$ cat config.mk
export PLATFORM = sky130hd
export DESIGN_NAME = vga_timing_gen
export DESIGN_NICKNAME = d
export VERILOG_FILES = /design/src/rtl/vga_timing_gen.sv
export SDC_FILE = /design/constraint.sdc
export NUM_CORES = 1
export LEC_CHECK = 0
export ABC_CLOCK_PERIOD_IN_PS = 3300
export CAP_MARGIN = 20
export CORE_AREA = 2 2 55 69
export DETAILED_ROUTE_END_ITERATION = 6
export DIE_AREA = 0 0 57 71
export PLACE_DENSITY = 0.78
export SYNTH_ARGS = -nofsm -noshare
export SYNTH_HDL_FRONTEND = slang
export SYNTH_SLANG_ARGS = --single-unit
$ cat constraint.sdc
create_clock -name clk -period 3.3 [get_ports clk]
set_input_delay 0.66 -clock clk [delete_from_list [all_inputs] [get_ports clk]]
set_output_delay 0.66 -clock clk [all_outputs]
set_load 0.01 [all_outputs]
$ cat src/rtl/vga_timing_gen.sv
// VGA timing generator: divides clk down to a pixel clock-enable and walks x/y
// over the full raster, with registered sync, blanking and line/frame markers.
module vga_timing_gen #(
    parameter int   CLK_DIV   = 4,
    parameter int   H_ACTIVE  = 640,
    parameter int   H_FP      = 16,
    parameter int   H_SYNC    = 96,
    parameter int   H_BP      = 48,
    parameter int   V_ACTIVE  = 480,
    parameter int   V_FP      = 10,
    parameter int   V_SYNC    = 2,
    parameter int   V_BP      = 33,
    parameter logic HSYNC_POL = 1'b0,
    parameter logic VSYNC_POL = 1'b0,
    parameter int   CW        = 10
) (
    input  logic          clk,
    input  logic          rst_n,
    input  logic          en,
    output logic          pix_ce,
    output logic          hsync,
    output logic          vsync,
    output logic          video_on,
    output logic [CW-1:0] x,
    output logic [CW-1:0] y,
    output logic          line_start,
    output logic          frame_start
);

    localparam int H_TOTAL = H_ACTIVE + H_FP + H_SYNC + H_BP;
    localparam int V_TOTAL = V_ACTIVE + V_FP + V_SYNC + V_BP;
    localparam int DW      = (CLK_DIV > 1) ? $clog2(CLK_DIV) : 1;

    localparam logic [DW-1:0] DIV_LAST = DW'(CLK_DIV - 1);
    localparam logic [CW-1:0] H_LAST   = CW'(H_TOTAL - 1);
    localparam logic [CW-1:0] V_LAST   = CW'(V_TOTAL - 1);
    localparam logic [CW-1:0] H_VIS    = CW'(H_ACTIVE);
    localparam logic [CW-1:0] V_VIS    = CW'(V_ACTIVE);
    localparam logic [CW-1:0] HS_FIRST = CW'(H_ACTIVE + H_FP);
    localparam logic [CW-1:0] HS_LAST  = CW'(H_ACTIVE + H_FP + H_SYNC - 1);
    localparam logic [CW-1:0] VS_FIRST = CW'(V_ACTIVE + V_FP);
    localparam logic [CW-1:0] VS_LAST  = CW'(V_ACTIVE + V_FP + V_SYNC - 1);

    // Refuse to build a generator whose counters cannot hold a full line/frame.
    generate
        if ((longint'(1) << CW) < longint'(H_TOTAL) || (longint'(1) << CW) < longint'(V_TOTAL)) begin : g_cw_too_small
            $error("vga_timing_gen: CW too small for H_TOTAL/V_TOTAL");
        end
        if (CLK_DIV < 1) begin : g_bad_div
            $error("vga_timing_gen: CLK_DIV must be >= 1");
        end
    endgenerate

    logic [DW-1:0] div_reg;
    logic [DW-1:0] div_next;
    logic [CW-1:0] x_reg;
    logic [CW-1:0] x_next;
    logic [CW-1:0] y_reg;
    logic [CW-1:0] y_next;
    logic          tick;
    logic          pix_ce_reg;
    logic          hsync_reg;
    logic          hsync_next;
    logic          vsync_reg;
    logic          vsync_next;
    logic          video_on_reg;
    logic          video_on_next;
    logic          line_start_reg;
    logic          line_start_next;
    logic          frame_start_reg;
    logic          frame_start_next;

    assign tick = en && (div_reg == DIV_LAST);

    always_comb begin
        div_next = tick ? '0 : div_reg + 1'b1;
        x_next   = x_reg;
        y_next   = y_reg;
        if (tick) begin
            if (x_reg == H_LAST) begin
                x_next = '0;
                y_next = (y_reg == V_LAST) ? '0 : y_reg + 1'b1;
            end else begin
                x_next = x_reg + 1'b1;
            end
        end
    end

    // Outputs decode the position being loaded, so they change together with x/y.
    always_comb begin
        hsync_next       = ((x_next >= HS_FIRST) && (x_next <= HS_LAST)) ? HSYNC_POL : ~HSYNC_POL;
        vsync_next       = ((y_next >= VS_FIRST) && (y_next <= VS_LAST)) ? VSYNC_POL : ~VSYNC_POL;
        video_on_next    = (x_next < H_VIS) && (y_next < V_VIS);
        line_start_next  = (x_next == '0);
        frame_start_next = (x_next == '0) && (y_next == '0);
    end

    // Reset parks the raster on its last pixel so the first tick opens a new frame.
    always_ff @(posedge clk) begin
        if (!rst_n) begin
            div_reg         <= '0;
            x_reg           <= H_LAST;
            y_reg           <= V_LAST;
            pix_ce_reg      <= 1'b0;
            hsync_reg       <= ~HSYNC_POL;
            vsync_reg       <= ~VSYNC_POL;
            video_on_reg    <= 1'b0;
            line_start_reg  <= 1'b0;
            frame_start_reg <= 1'b0;
        end else begin
            pix_ce_reg <= tick;
            if (en) begin
                div_reg <= div_next;
            end
            if (tick) begin
                x_reg           <= x_next;
                y_reg           <= y_next;
                hsync_reg       <= hsync_next;
                vsync_reg       <= vsync_next;
                video_on_reg    <= video_on_next;
                line_start_reg  <= line_start_next;
                frame_start_reg <= frame_start_next;
            end
        end
    end

    assign pix_ce      = pix_ce_reg;
    assign hsync       = hsync_reg;
    assign vsync       = vsync_reg;
    assign video_on    = video_on_reg;
    assign x           = x_reg;
    assign y           = y_reg;
    assign line_start  = line_start_reg;
    assign frame_start = frame_start_reg;

endmodule

==> impl_metrics.toml <==
[status]
status = "finished clean"

[grt]
grt_pass1_vias = 1481
grt_max_degree = 29
grt_antenna_before_repair = 0
grt_overflow_total = 0
grt_first_pass_wirelength_um = 6710
grtUsageTotal_pct = 20.6

[floorplan]
die_h_um = 71
die_w_um = 57
dieArea_um2 = 4050
coreArea_um2 = 3420
placementRows = 24
initial_utilization_pct = 49.6
io_pins = 29

[clock_network]
post_cts_resized = 0
cts_root_buf = "clkbuf_8"
htree_levels = 1
clock_latency_ns = 0.28
clock_path_buffers = 2
cts.sinks = 28
clkTransAtPathRegs_ns = 0.09
postCtsHoldBufs = 0
cts_tree = "done"
cts_setup_buffers = 0
cts_buffers = 3

[power]
ir_worst_vdd_uv = 251
leakage_nw = 0.780
p_total_mw = 0.608
power_density_nw_per_um2 = 297

[timing]
slew_headroom_pct = 73.5
final_hold_viol_count = 0
fmax_mhz = 348
setup_viol = 0
fin_crit_ns = 2.87
fin_crit_sh_pct = 87.0
worst_pin_slew_ns = 0.392
fin_tns_setup_ns = 0
rsz0062_at_grt = "false"
drv_slew = 0
finalClockSkew_ns = 0.00245

[setup_path]
required_ns = 3.48
setup.worst_path.class = "input port to register"
ff2ff_setup_slack_ns = 0.61
crit_path_max_fanout = 14
worstPathArrival_ns = 3.05
crit_path_start_kind = "input port"
cp-end-kind = "register"

[yosys]
yosys_register_bits = 28
synth_flop_cell = "dfxtp_1"
synth_edf_count = 0
ys_seq_area_share_pct = 33.0
syn_avg_cell_area_um2 = 8.28
yosys_warnings = 0
synth_fp_nets = 212
synthesis.area_um2 = 1700
synthCells = 205
synth_top_cell_area_share_pct = 33.0
synthArstFlopShare_pct = 0
synth.area.top_cells = "dfxtp_1 33%, nand2_1 5.3%, xnor2_1 4.6%, xor2_1 3.6%, o21ai_0 3.2%"
yosysTopAreaCell = "dfxtp_1"
ys_types = 45

[flow_run]
cap_violations = 0

[detailed_routing]
wl_per_cell_um = 14.9
drt_iter0_drc = 76
routed_wl_um = 3980
vias_per_cell = 6.04
dr.pass1.iters = 4
via_count = 1612
antenna_left = 0
drc = 0

[cells_and_area]
area_growth_pct = 20.7
multiInputGateArea_um2 = 1050
n_antenna_cell = 0
drive_gt1_share_pct = 7.89
seqCellArea_um2 = 561
fin_nets = 236
fillers = 333

[hold_path]
hold_class = "register to register"

[placed_design]
port_buffers = 28
post-dp-hpwl_um = 2840
gp_congestion = 0.856
[power breakdown]
part	internal (mW)	total (mW)	switching, mW
Clock	0.107	0.212	0.105
Sequential	0.342	0.348	0.00610
Combinational	0.0234	0.0478	0.0244
[placed cells by master (no fill, tap or decap), drive strengths merged, types with 2 or more instances in the layout]
| cell type | instances |
|---|---|
| mux2i | 2 |
| o311ai | 3 |
| ha | 4 |
| xnor2 | 9 |
| and3 | 8 |
| nand2 | 24 |
| nor3b | 3 |
| a21boi | 2 |
| nor2b | 8 |
| clkbuf | 4 |
| o31ai | 2 |
| a311oi | 2 |
| clkdlybuf4s50 | 28 |
| buf | 6 |
| a21oi | 8 |
| and4 | 3 |
| xor2 | 7 |
| a31oi | 4 |
| nand3 | 11 |
| nor4 | 3 |
| nor3 | 6 |
| and2 | 4 |
| nand4 | 4 |
| nor2 | 14 |
| o21ai | 12 |
| dfxtp | 28 |
| o21a | 2 |
| o211ai | 2 |
| o31a | 2 |
| inv | 2 |
| a31o | 2 |
[per-stage QoR]
step / std cells / util, % / instance area (um^2) / setup WS, ns / hold slack, ns
detailed placement: 263 / 58.3 / 1990 / 0.159 / 0.460
global placement: 263 / 58.3 / 1990 / 0.224 / 0.465
finish: 267 / 59.9 / 2050 / 0.428 / 0.478
global route: 267 / 59.9 / 2050 / 0.343 / 0.508
CTS: 267 / 59.9 / 2050 / 0.436 / 0.480
floorplan: 205 / - / 1700 / 0.694 / 0.485
[layer usage]
metal	wire [um]	GRT usage, %	up-vias
met5	0	0	-
met2	1960	35.1	52
li1	-	-	785
met3	181	2.56	8
met1	1760	26.2	767
met4	67	7.75	0
[critical path, stage by stage]
cell	delay [ns]
clkdlybuf4s50_1	0.50
nand3_2	0.11
or4_4	0.65
nor4_4	0.31
xnor2_1	0.15
nor4_2	0.35
nor3_1	0.11
a31o_1	0.20
[cell families after synthesis]
kind of cell | synth area share, %
compound gates | 17.4
mux | 1.18
fa+ha+maj | 2.95
flops | 33.0
simple gates | 32.2
xor+xnor | 8.25
buf+inv | 5.01
[path summary, 6_finish.rpt]
path                                         startpoint                    end  cells after the start
worst max-delay path                                 en  video_on$_SDFFE_PN0N_                      8
worst min-delay path                 hsync$_SDFFE_PN1N_     hsync$_SDFFE_PN1N_                      1
worst max register to register  div_reg[0]$_SDFFE_PN0P_  video_on$_SDFFE_PN0N_                      8
worst min register to register       hsync$_SDFFE_PN1N_     hsync$_SDFFE_PN1N_                      1
[cell usage after synthesis, types with 3 or more instances]
library cell	instances
and2_1	4
o311ai_0	3
nand4_1	4
and4_1	3
nor3b_1	3
ha_1	4
xnor2_1	9
nor2b_1	8
nor3_1	6
nand2_1	24
clkbuf_1	7
nor2_1	14
buf_2	5
o21ai_0	11
a31oi_1	4
and3_1	8
xor2_1	7
nand3_1	9
a21oi_1	8
dfxtp_1	28
[layout make-up]
type                    instances  area share, %
clock buffers                   4           2.69
inverters                       2          0.366
multi-input cells             160           51.3
flip-flops and latches         28           27.4
well taps                      39           2.38
repair buffers                 34           15.9
(Power assumes the default switching activity.)
